[config.mk]
export PLATFORM = sky130hd
export DESIGN_NAME = alien_fire_scheduler_flat
export DESIGN_NICKNAME = d
export VERILOG_FILES = /design/src/rtl/alien_pkg.sv /design/src/rtl/alien_fire_scheduler_if.sv /design/src/rtl/alien_fire_scheduler_rr_pick.sv /design/src/rtl/alien_fire_scheduler.sv /design/src/flat_wrapper.sv
export SDC_FILE = /design/constraint.sdc
export NUM_CORES = 1
export LEC_CHECK = 0
export ABC_CLOCK_PERIOD_IN_PS = 7300
export CAP_MARGIN = 40
export CORE_MARGIN = 2
export CORE_UTILIZATION = 35
export DETAILED_ROUTE_END_ITERATION = 16
export PLACE_DENSITY = 0.7
export SYNTH_ARGS = -nofsm -noshare
export SYNTH_HDL_FRONTEND = slang
export SYNTH_HIERARCHICAL = 1
export SYNTH_SLANG_ARGS = --single-unit
[constraint.sdc]
create_clock -name clk -period 7.3 [get_ports clk]
set_input_delay 1.825 -clock clk [delete_from_list [all_inputs] [get_ports clk]]
set_output_delay 1.825 -clock clk [all_outputs]
set_load 0.05 [all_outputs]
[src/rtl/alien_pkg.sv]
// alien_pkg: screen geometry, coordinate widths and the fire scheduler state
// encoding shared by the alien fire scheduler and its helpers.
package alien_pkg;

    localparam int SCREEN_W = 640;
    localparam int SCREEN_H = 480;
    localparam int X_W      = 10;
    localparam int Y_W      = 9;

    typedef enum logic [2:0] {
        IDLE,
        WAIT,
        SELECT,
        FIRE,
        FLIGHT
    } fire_state_t;

endpackage

[src/rtl/alien_fire_scheduler_if.sv]
// alien_fire_scheduler_if: bundles the alien-array inputs and the bomb
// outputs of the fire scheduler. The slave modport is the scheduler's view,
// the master modport is the game side that feeds it and consumes the bomb.
interface alien_fire_scheduler_if
    import alien_pkg::*;
#(
    parameter int NUM_ALIENS = 8,
    parameter int IDX_W      = $clog2(NUM_ALIENS)
);
    logic                      playing;
    logic                      tick;
    logic [NUM_ALIENS-1:0]     alien_alive;
    logic [X_W*NUM_ALIENS-1:0] alien_x_flat;
    logic [Y_W*NUM_ALIENS-1:0] alien_y_flat;
    logic                      bomb_done;
    logic                      bomb_fire;
    logic                      bomb_active;
    logic [X_W-1:0]            bomb_x;
    logic [Y_W-1:0]            bomb_y;
    logic [IDX_W-1:0]          bomb_owner;
    logic                      fleet_cleared;

    modport slave (
        input  playing, tick, alien_alive, alien_x_flat, alien_y_flat, bomb_done,
        output bomb_fire, bomb_active, bomb_x, bomb_y, bomb_owner, fleet_cleared
    );

    modport master (
        output playing, tick, alien_alive, alien_x_flat, alien_y_flat, bomb_done,
        input  bomb_fire, bomb_active, bomb_x, bomb_y, bomb_owner, fleet_cleared
    );

endinterface

[src/rtl/alien_fire_scheduler_rr_pick.sv]
// rr_pick: combinational rotating-priority search. Returns the first set
// request at or after 'start', wrapping modulo N (N a power of two).
module rr_pick #(
    parameter int N  = 8,
    parameter int IW = $clog2(N)
) (
    input  logic [N-1:0]  req,
    input  logic [IW-1:0] start,
    output logic [IW-1:0] grant,
    output logic          valid
);

    logic [IW-1:0] idx;

    // Scan from farthest to nearest so the closest hit to start wins.
    always_comb begin
        grant = '0;
        valid = 1'b0;
        idx   = '0;
        for (int k = N - 1; k >= 0; k--) begin
            idx = start + IW'(k);
            if (req[idx]) begin
                grant = idx;
                valid = 1'b1;
            end
        end
    end

endmodule

[src/rtl/alien_fire_scheduler.sv]
// alien_fire_scheduler: shares the single alien bomb among NUM_ALIENS aliens.
// Waits FIRE_INTERVAL frame ticks, picks the next live alien round-robin,
// latches its launch point and holds the bomb until bomb_done.
// Optional macro ALIEN_FIRE_JITTER_EN adds an LFSR that randomises the
// reload interval and the search start point.
module alien_fire_scheduler
    import alien_pkg::*;
#(
    parameter int NUM_ALIENS    = 8,
    parameter int IDX_W         = $clog2(NUM_ALIENS),
    parameter int FIRE_INTERVAL = 60,
    parameter int DROP_OFFSET   = 10
) (
    input  logic                  clk,
    input  logic                  reset,
    alien_fire_scheduler_if.slave bus
);

    localparam int CNT_W = 9;

    fire_state_t      state, state_n;
    logic [CNT_W-1:0] counter;
    logic [CNT_W-1:0] reload;
    logic [IDX_W-1:0] rr_ptr;
    logic [IDX_W-1:0] start_ptr;
    logic [IDX_W-1:0] grant;
    logic             grant_vld;
    logic             clear;
    logic             fire_c;
    logic             active_c;
    logic [IDX_W-1:0] owner_q;
    logic [X_W-1:0]   x_q;
    logic [Y_W-1:0]   y_q;
    logic             fleet_q;

    // Launch Y is alien Y plus the drop offset, clamped to the last screen row.
    function automatic logic [Y_W-1:0] sat_y(input logic [Y_W-1:0] y);
        logic [X_W-1:0] sum;
        sum = {1'b0, y} + X_W'(DROP_OFFSET);
        if (sum > X_W'(SCREEN_H - 1))
            return Y_W'(SCREEN_H - 1);
        return sum[Y_W-1:0];
    endfunction

    assign clear = ~reset | ~bus.playing;

`ifdef ALIEN_FIRE_JITTER_EN
    logic [7:0] lfsr;

    // Fibonacci LFSR (taps 8,6,5,4) stepped on every frame tick.
    always_ff @(posedge clk) begin
        if (clear)
            lfsr <= 8'hA5;
        else if (bus.tick)
            lfsr <= {lfsr[6:0], lfsr[7] ^ lfsr[5] ^ lfsr[4] ^ lfsr[3]};
    end

    assign start_ptr = rr_ptr ^ lfsr[IDX_W-1:0];
    assign reload    = CNT_W'(FIRE_INTERVAL) + CNT_W'(lfsr & 8'h1F);
`else
    assign start_ptr = rr_ptr;
    assign reload    = CNT_W'(FIRE_INTERVAL);
`endif

    rr_pick #(
        .N  (NUM_ALIENS),
        .IW (IDX_W)
    ) u_pick (
        .req   (bus.alien_alive),
        .start (start_ptr),
        .grant (grant),
        .valid (grant_vld)
    );

    // State register; clear drops any bomb ownership immediately.
    always_ff @(posedge clk) begin
        if (clear)
            state <= IDLE;
        else
            state <= state_n;
    end

    // Next-state and bomb strobe decode.
    always_comb begin
        state_n  = state;
        fire_c   = 1'b0;
        active_c = 1'b0;
        case (state)
            IDLE:   state_n = WAIT;
            WAIT:   if (counter == '0 && |bus.alien_alive) state_n = SELECT;
            // Owner may have died since WAIT; fall back and retry then.
            SELECT: state_n = grant_vld ? FIRE : WAIT;
            FIRE: begin
                fire_c   = 1'b1;
                active_c = 1'b1;
                state_n  = FLIGHT;
            end
            FLIGHT: begin
                active_c = 1'b1;
                if (bus.bomb_done) state_n = WAIT;
            end
            default: state_n = IDLE;
        endcase
    end

    // Interval counter, round-robin pointer, launch point and fleet status.
    always_ff @(posedge clk) begin
        if (clear) begin
            counter <= CNT_W'(FIRE_INTERVAL);
            rr_ptr  <= '0;
            owner_q <= '0;
            x_q     <= '0;
            y_q     <= '0;
            fleet_q <= 1'b0;
        end else begin
            fleet_q <= ~|bus.alien_alive;
            case (state)
                WAIT: begin
                    if (bus.tick && counter != '0)
                        counter <= counter - 1'b1;
                end
                SELECT: begin
                    if (grant_vld) begin
                        owner_q <= grant;
                        x_q     <= bus.alien_x_flat[X_W*int'(grant) +: X_W];
                        y_q     <= sat_y(bus.alien_y_flat[Y_W*int'(grant) +: Y_W]);
                        rr_ptr  <= grant + IDX_W'(1);
                    end
                end
                FLIGHT: begin
                    if (bus.bomb_done)
                        counter <= reload;
                end
                default: ;
            endcase
        end
    end

    assign bus.bomb_fire     = fire_c;
    assign bus.bomb_active   = active_c;
    assign bus.bomb_x        = x_q;
    assign bus.bomb_y        = y_q;
    assign bus.bomb_owner    = owner_q;
    assign bus.fleet_cleared = fleet_q;

endmodule

[src/flat_wrapper.sv]
// flat-port wrapper written by rule: the top's interface ports become plain ports
module alien_fire_scheduler_flat import alien_pkg::*;
#(
    parameter int NUM_ALIENS    = 8,
    parameter int IDX_W         = $clog2(NUM_ALIENS),
    parameter int FIRE_INTERVAL = 60,
    parameter int DROP_OFFSET   = 10
)
  (clk, reset, bus_playing, bus_tick, bus_alien_alive, bus_alien_x_flat, bus_alien_y_flat, bus_bomb_done, bus_bomb_fire, bus_bomb_active, bus_bomb_x, bus_bomb_y, bus_bomb_owner, bus_fleet_cleared);
  alien_fire_scheduler_if #(.NUM_ALIENS(NUM_ALIENS), .IDX_W(IDX_W)) bus_i ();
  input  logic clk;
  input  logic reset;
  input wire logic [$bits(bus_i.playing)-1:0] bus_playing;
  input wire logic [$bits(bus_i.tick)-1:0] bus_tick;
  input wire logic [$bits(bus_i.alien_alive)-1:0] bus_alien_alive;
  input wire logic [$bits(bus_i.alien_x_flat)-1:0] bus_alien_x_flat;
  input wire logic [$bits(bus_i.alien_y_flat)-1:0] bus_alien_y_flat;
  input wire logic [$bits(bus_i.bomb_done)-1:0] bus_bomb_done;
  output wire logic [$bits(bus_i.bomb_fire)-1:0] bus_bomb_fire;
  output wire logic [$bits(bus_i.bomb_active)-1:0] bus_bomb_active;
  output wire logic [$bits(bus_i.bomb_x)-1:0] bus_bomb_x;
  output wire logic [$bits(bus_i.bomb_y)-1:0] bus_bomb_y;
  output wire logic [$bits(bus_i.bomb_owner)-1:0] bus_bomb_owner;
  output wire logic [$bits(bus_i.fleet_cleared)-1:0] bus_fleet_cleared;
  assign bus_i.playing = bus_playing;
  assign bus_i.tick = bus_tick;
  assign bus_i.alien_alive = bus_alien_alive;
  assign bus_i.alien_x_flat = bus_alien_x_flat;
  assign bus_i.alien_y_flat = bus_alien_y_flat;
  assign bus_i.bomb_done = bus_bomb_done;
  assign bus_bomb_fire = bus_i.bomb_fire;
  assign bus_bomb_active = bus_i.bomb_active;
  assign bus_bomb_x = bus_i.bomb_x;
  assign bus_bomb_y = bus_i.bomb_y;
  assign bus_bomb_owner = bus_i.bomb_owner;
  assign bus_fleet_cleared = bus_i.fleet_cleared;
  alien_fire_scheduler #(.NUM_ALIENS(NUM_ALIENS), .IDX_W(IDX_W), .FIRE_INTERVAL(FIRE_INTERVAL), .DROP_OFFSET(DROP_OFFSET)) u_core (.clk(clk), .reset(reset), .bus(bus_i));
endmodule
==> flow_summary.yaml <==
cells_and_area:
  seqCellArea_um2: 761
  nNetsFinal: 718
  multiInputGateArea_um2: 2780
  antenna_cells: 0
  final_layout_size_suffix_gt1_share_pct: 13.7
  num-fill-cells: 898
  syn_to_final_growth_pct: 55.3
worst_setup_path:
  r2r-end: "u_core/bus.bomb_y[1]"
  r2r_start: "u_core/rr_ptr[1]"
  critPathKind: "primary input to flop"
  cp.required_ps: 7510
  crit_path_end_kind: "flop"
  rrSetupSlack_ps: 1640
  crit_fanout: 13
  crit_path_start_kind: "primary input"
  critPathArrivalTime_ps: 6490
  reg2reg_depth: 16
logic_synthesis:
  yosysSeqAreaShare_pct: 20.4
  avgSynthCellArea_um2: 9.94
  synthCells: 375
  synth_simple_gate_area_share_pct: 13.7
  syn_area_um2: 3730
  synthMuxAreaShare_pct: 41.2
  synthAdderAreaFrac_pct: 1.68
  synthArstFlopShare_pct: 0
  synth_compound_area_share_pct: 14.5
  synth_edf_count: 0
  synth_flop_cell: "dfxtp_1"
  synth_top_family_by_area: "multiplexers"
  ys_seq_elements: 38
  synth_cell_types: 59
  synth_warnings: 6
  synthXorXnorAreaFrac_pct: 3.05
  syn_nets: 545
floorplanning:
  rows: 37
  die_w_um: 107
  io_pins: 190
  initial_utilization_pct: 36.1
  dieArea_um2: 11500
  die_h_um: 107
  core-area_um2: 10300
drt:
  wire_per_inst_um: 16.8
  viasPerCell: 5.53
  final_antenna_net_count: 0
  drt_iter0_drc: 172
  first_pass_iters: 4
  dr_total_vias: 3789
  drt_wl_total_um: 11500
  route.detailed.drc: 0
sta:
  rsz0062_at_grt: "no"
  relSlewSlack_pct: 42.3
  setup-tns-final_ps: 0
  fin_worst_hold_slack_ps: 453
  period_needed_ps: 6280
  setup_viol: 0
  worstMarginPinSlew_ps: 864
  skew_ps: 9.62
  clock.fmax_ghz: 0.159
  final-hold-violation-count: 0
  slew_viol_final: 0
  period_share_pct: 86.1
placement:
  dp.final_hpwl_um: 9590
  routabilityCongestion: 0.936
  port_buffers: 189
clock_network:
  ctsHoldBuffers: 0
  cts_buffers: 5
  cts.sinks: 38
  postCtsSetupRepairBufs: 0
  cts_max_path_buffers: 2
  cts_tree: "built"
  htreeDepth: 2
  clk_pin_slew_worst_paths_ps: 70
  clk_latency_ps: 290
  postCtsResizedCells: 0
  cts_root_buf: "clkbuf_8"
global_route:
  grt_pass1_wl_um: 18400
  grt_usage_pct: 19.9
  grt_pass1_vias: 3892
  antenna_found_initial: 0
  grt_start_max_net_pins: 40
  grt_overflow_total: 0
min_path:
  holdPathStages: 2
  min-delay-start: "u_core/counter[8]"
  hp-class: "flop to flop"
  holdPathEnd: "u_core/counter[8]"
outcome:
  status: "complete, no violations"
power:
  vdd_drop_max_mv: 0.0749
  powerDensity_nw_per_um2: 113
  p_leak_nw: 1.93
job:
  drv_cap: 0
## metal layers
metal	routed length (um)	track usage, %
met1	4160	21.2
met2	6350	39.2
met3	680	3.47
met4	286	6.40
met5	0	0
## cells in the mapped netlist, types with 2 or more instances
master    instances  area [um2]
mux4_2           45        1010
dfxtp_1          38         761
nor2_1           34         128
nand2_1          32         120
a21oi_1          24         120
mux2i_1          24         240
o21ai_0          15        75.1
inv_1            14        52.6
clkbuf_1         13        48.8
a211oi_1         12        90.1
mux2_2            9         101
xnor2_1           9        78.8
a31oi_1           7        43.8
buf_4             7        52.6
nor3_1            6        30.0
buf_2             5        25.0
ha_1              5        62.6
mux4_1            5         131
nand2b_1          5        31.3
nand3_1           5        25.0
nor4_1            5        31.3
xor2_1            4        35.0
and2_1            3        18.8
mux2_1            3        33.8
nand4_1           3        18.8
or4_1             3        22.5
buf_6             2        22.5
nor2b_1           2        12.5
o211a_1           2        20.0
o211ai_1          2        15.0
o21ai_2           2        17.5
o21bai_1          2        15.0
o22ai_1           2        12.5
## worst max-delay path: stages
cell	delay, ps
clkdlybuf4s50_1	490
mux4_1	650
a21oi_1	370
o211ai_1	150
a211oi_1	270
nor4b_1	120
o22ai_4	460
mux4_2	390
mux2i_1	330
inv_1	140
ha_1	260
or4_4	560
o22ai_2	140
o21ai_2	120
a31oi_1	210
## sequential cells by signal (all words and copies together), names as in the netlist
register and count:
u_core/bus.bomb_x 10, u_core/bus.bomb_y 9, u_core/counter 9, u_core/bus.bomb_owner 3, u_core/rr_ptr 3, u_core/state 3
u_core/bus.fleet_cleared 1
## layout by cell type (no fill, tap or decap), drive strengths merged, types with 3 or more instances in the layout
cell type      count
mux2              13
nor2              34
mux2i             24
xor2               4
nand4              3
a211oi            12
nor4               5
a31oi              7
inv               14
ha                 5
nor3               6
o21ai             18
buf                5
nand2b             5
dfxtp             38
or4                4
and2               3
nand3              5
xnor2              9
mux4              50
o22ai              3
nand2             32
clkbuf             7
a21oi             24
clkdlybuf4s50    189
## worst max path at each step
stage | slack, ps | endpoint | startpoint
finish | 1020 | u_core/bus.bomb_y[1] | bus_alien_alive[0]
global route | 750 | u_core/bus.bomb_y[0] | bus_alien_alive[6]
CTS | 1020 | u_core/bus.bomb_y[1] | bus_alien_alive[6]
detailed placement | 760 | u_core/bus.bomb_y[1] | bus_alien_alive[7]
global placement | 890 | u_core/bus.bomb_y[4] | bus_alien_alive[6]
floorplan | 1760 | u_core/bus.bomb_y[1] | bus_alien_alive[0]
## area by class of cell
cell class	instances	share of cell area, %
flip-flops and latches	38	13.1
clock inverters	1	0.0865
clock buffers	7	1.49
repair buffers	194	33.3
well taps	136	2.94
inverters	14	0.908
multi-input cells	295	48.1
## per-stage QoR
step                      std cells  setup slack, ps  total power, mW  instance area [um2]  util (%)
after floorplan                 375             1760            0.387                 3730         -
after global placement          677              889            0.507                 5700      55.2
final                           685             1020            0.656                 5790      56.1
after CTS                       685             1020            0.662                 5790      56.1
after global routing            685              747            0.692                 5790      56.1
after detailed placement        677              756            0.512                 5700      55.2
## cells by family (layout without fill, tap and decap cells)
group | Yosys count | after routing
AND/OR/NAND/NOR | 107 | 107
multiplexers | 87 | 87
buffers and inverters | 42 | 216
flip-flops | 38 | 38
XOR/XNOR | 13 | 13
adder cells (fa/ha/maj) | 5 | 5
AO/OA/AOI/OAI | 83 | 83
## report_power, final
part / internal (mW) / switching (mW) / leakage, nW
Combinational: 0.177 / 0.117 / 1.57
Sequential: 0.210 / 0.00244 / 0.307
Clock: 0.0762 / 0.0734 / 0.0482
(Power assumes the default switching activity.)
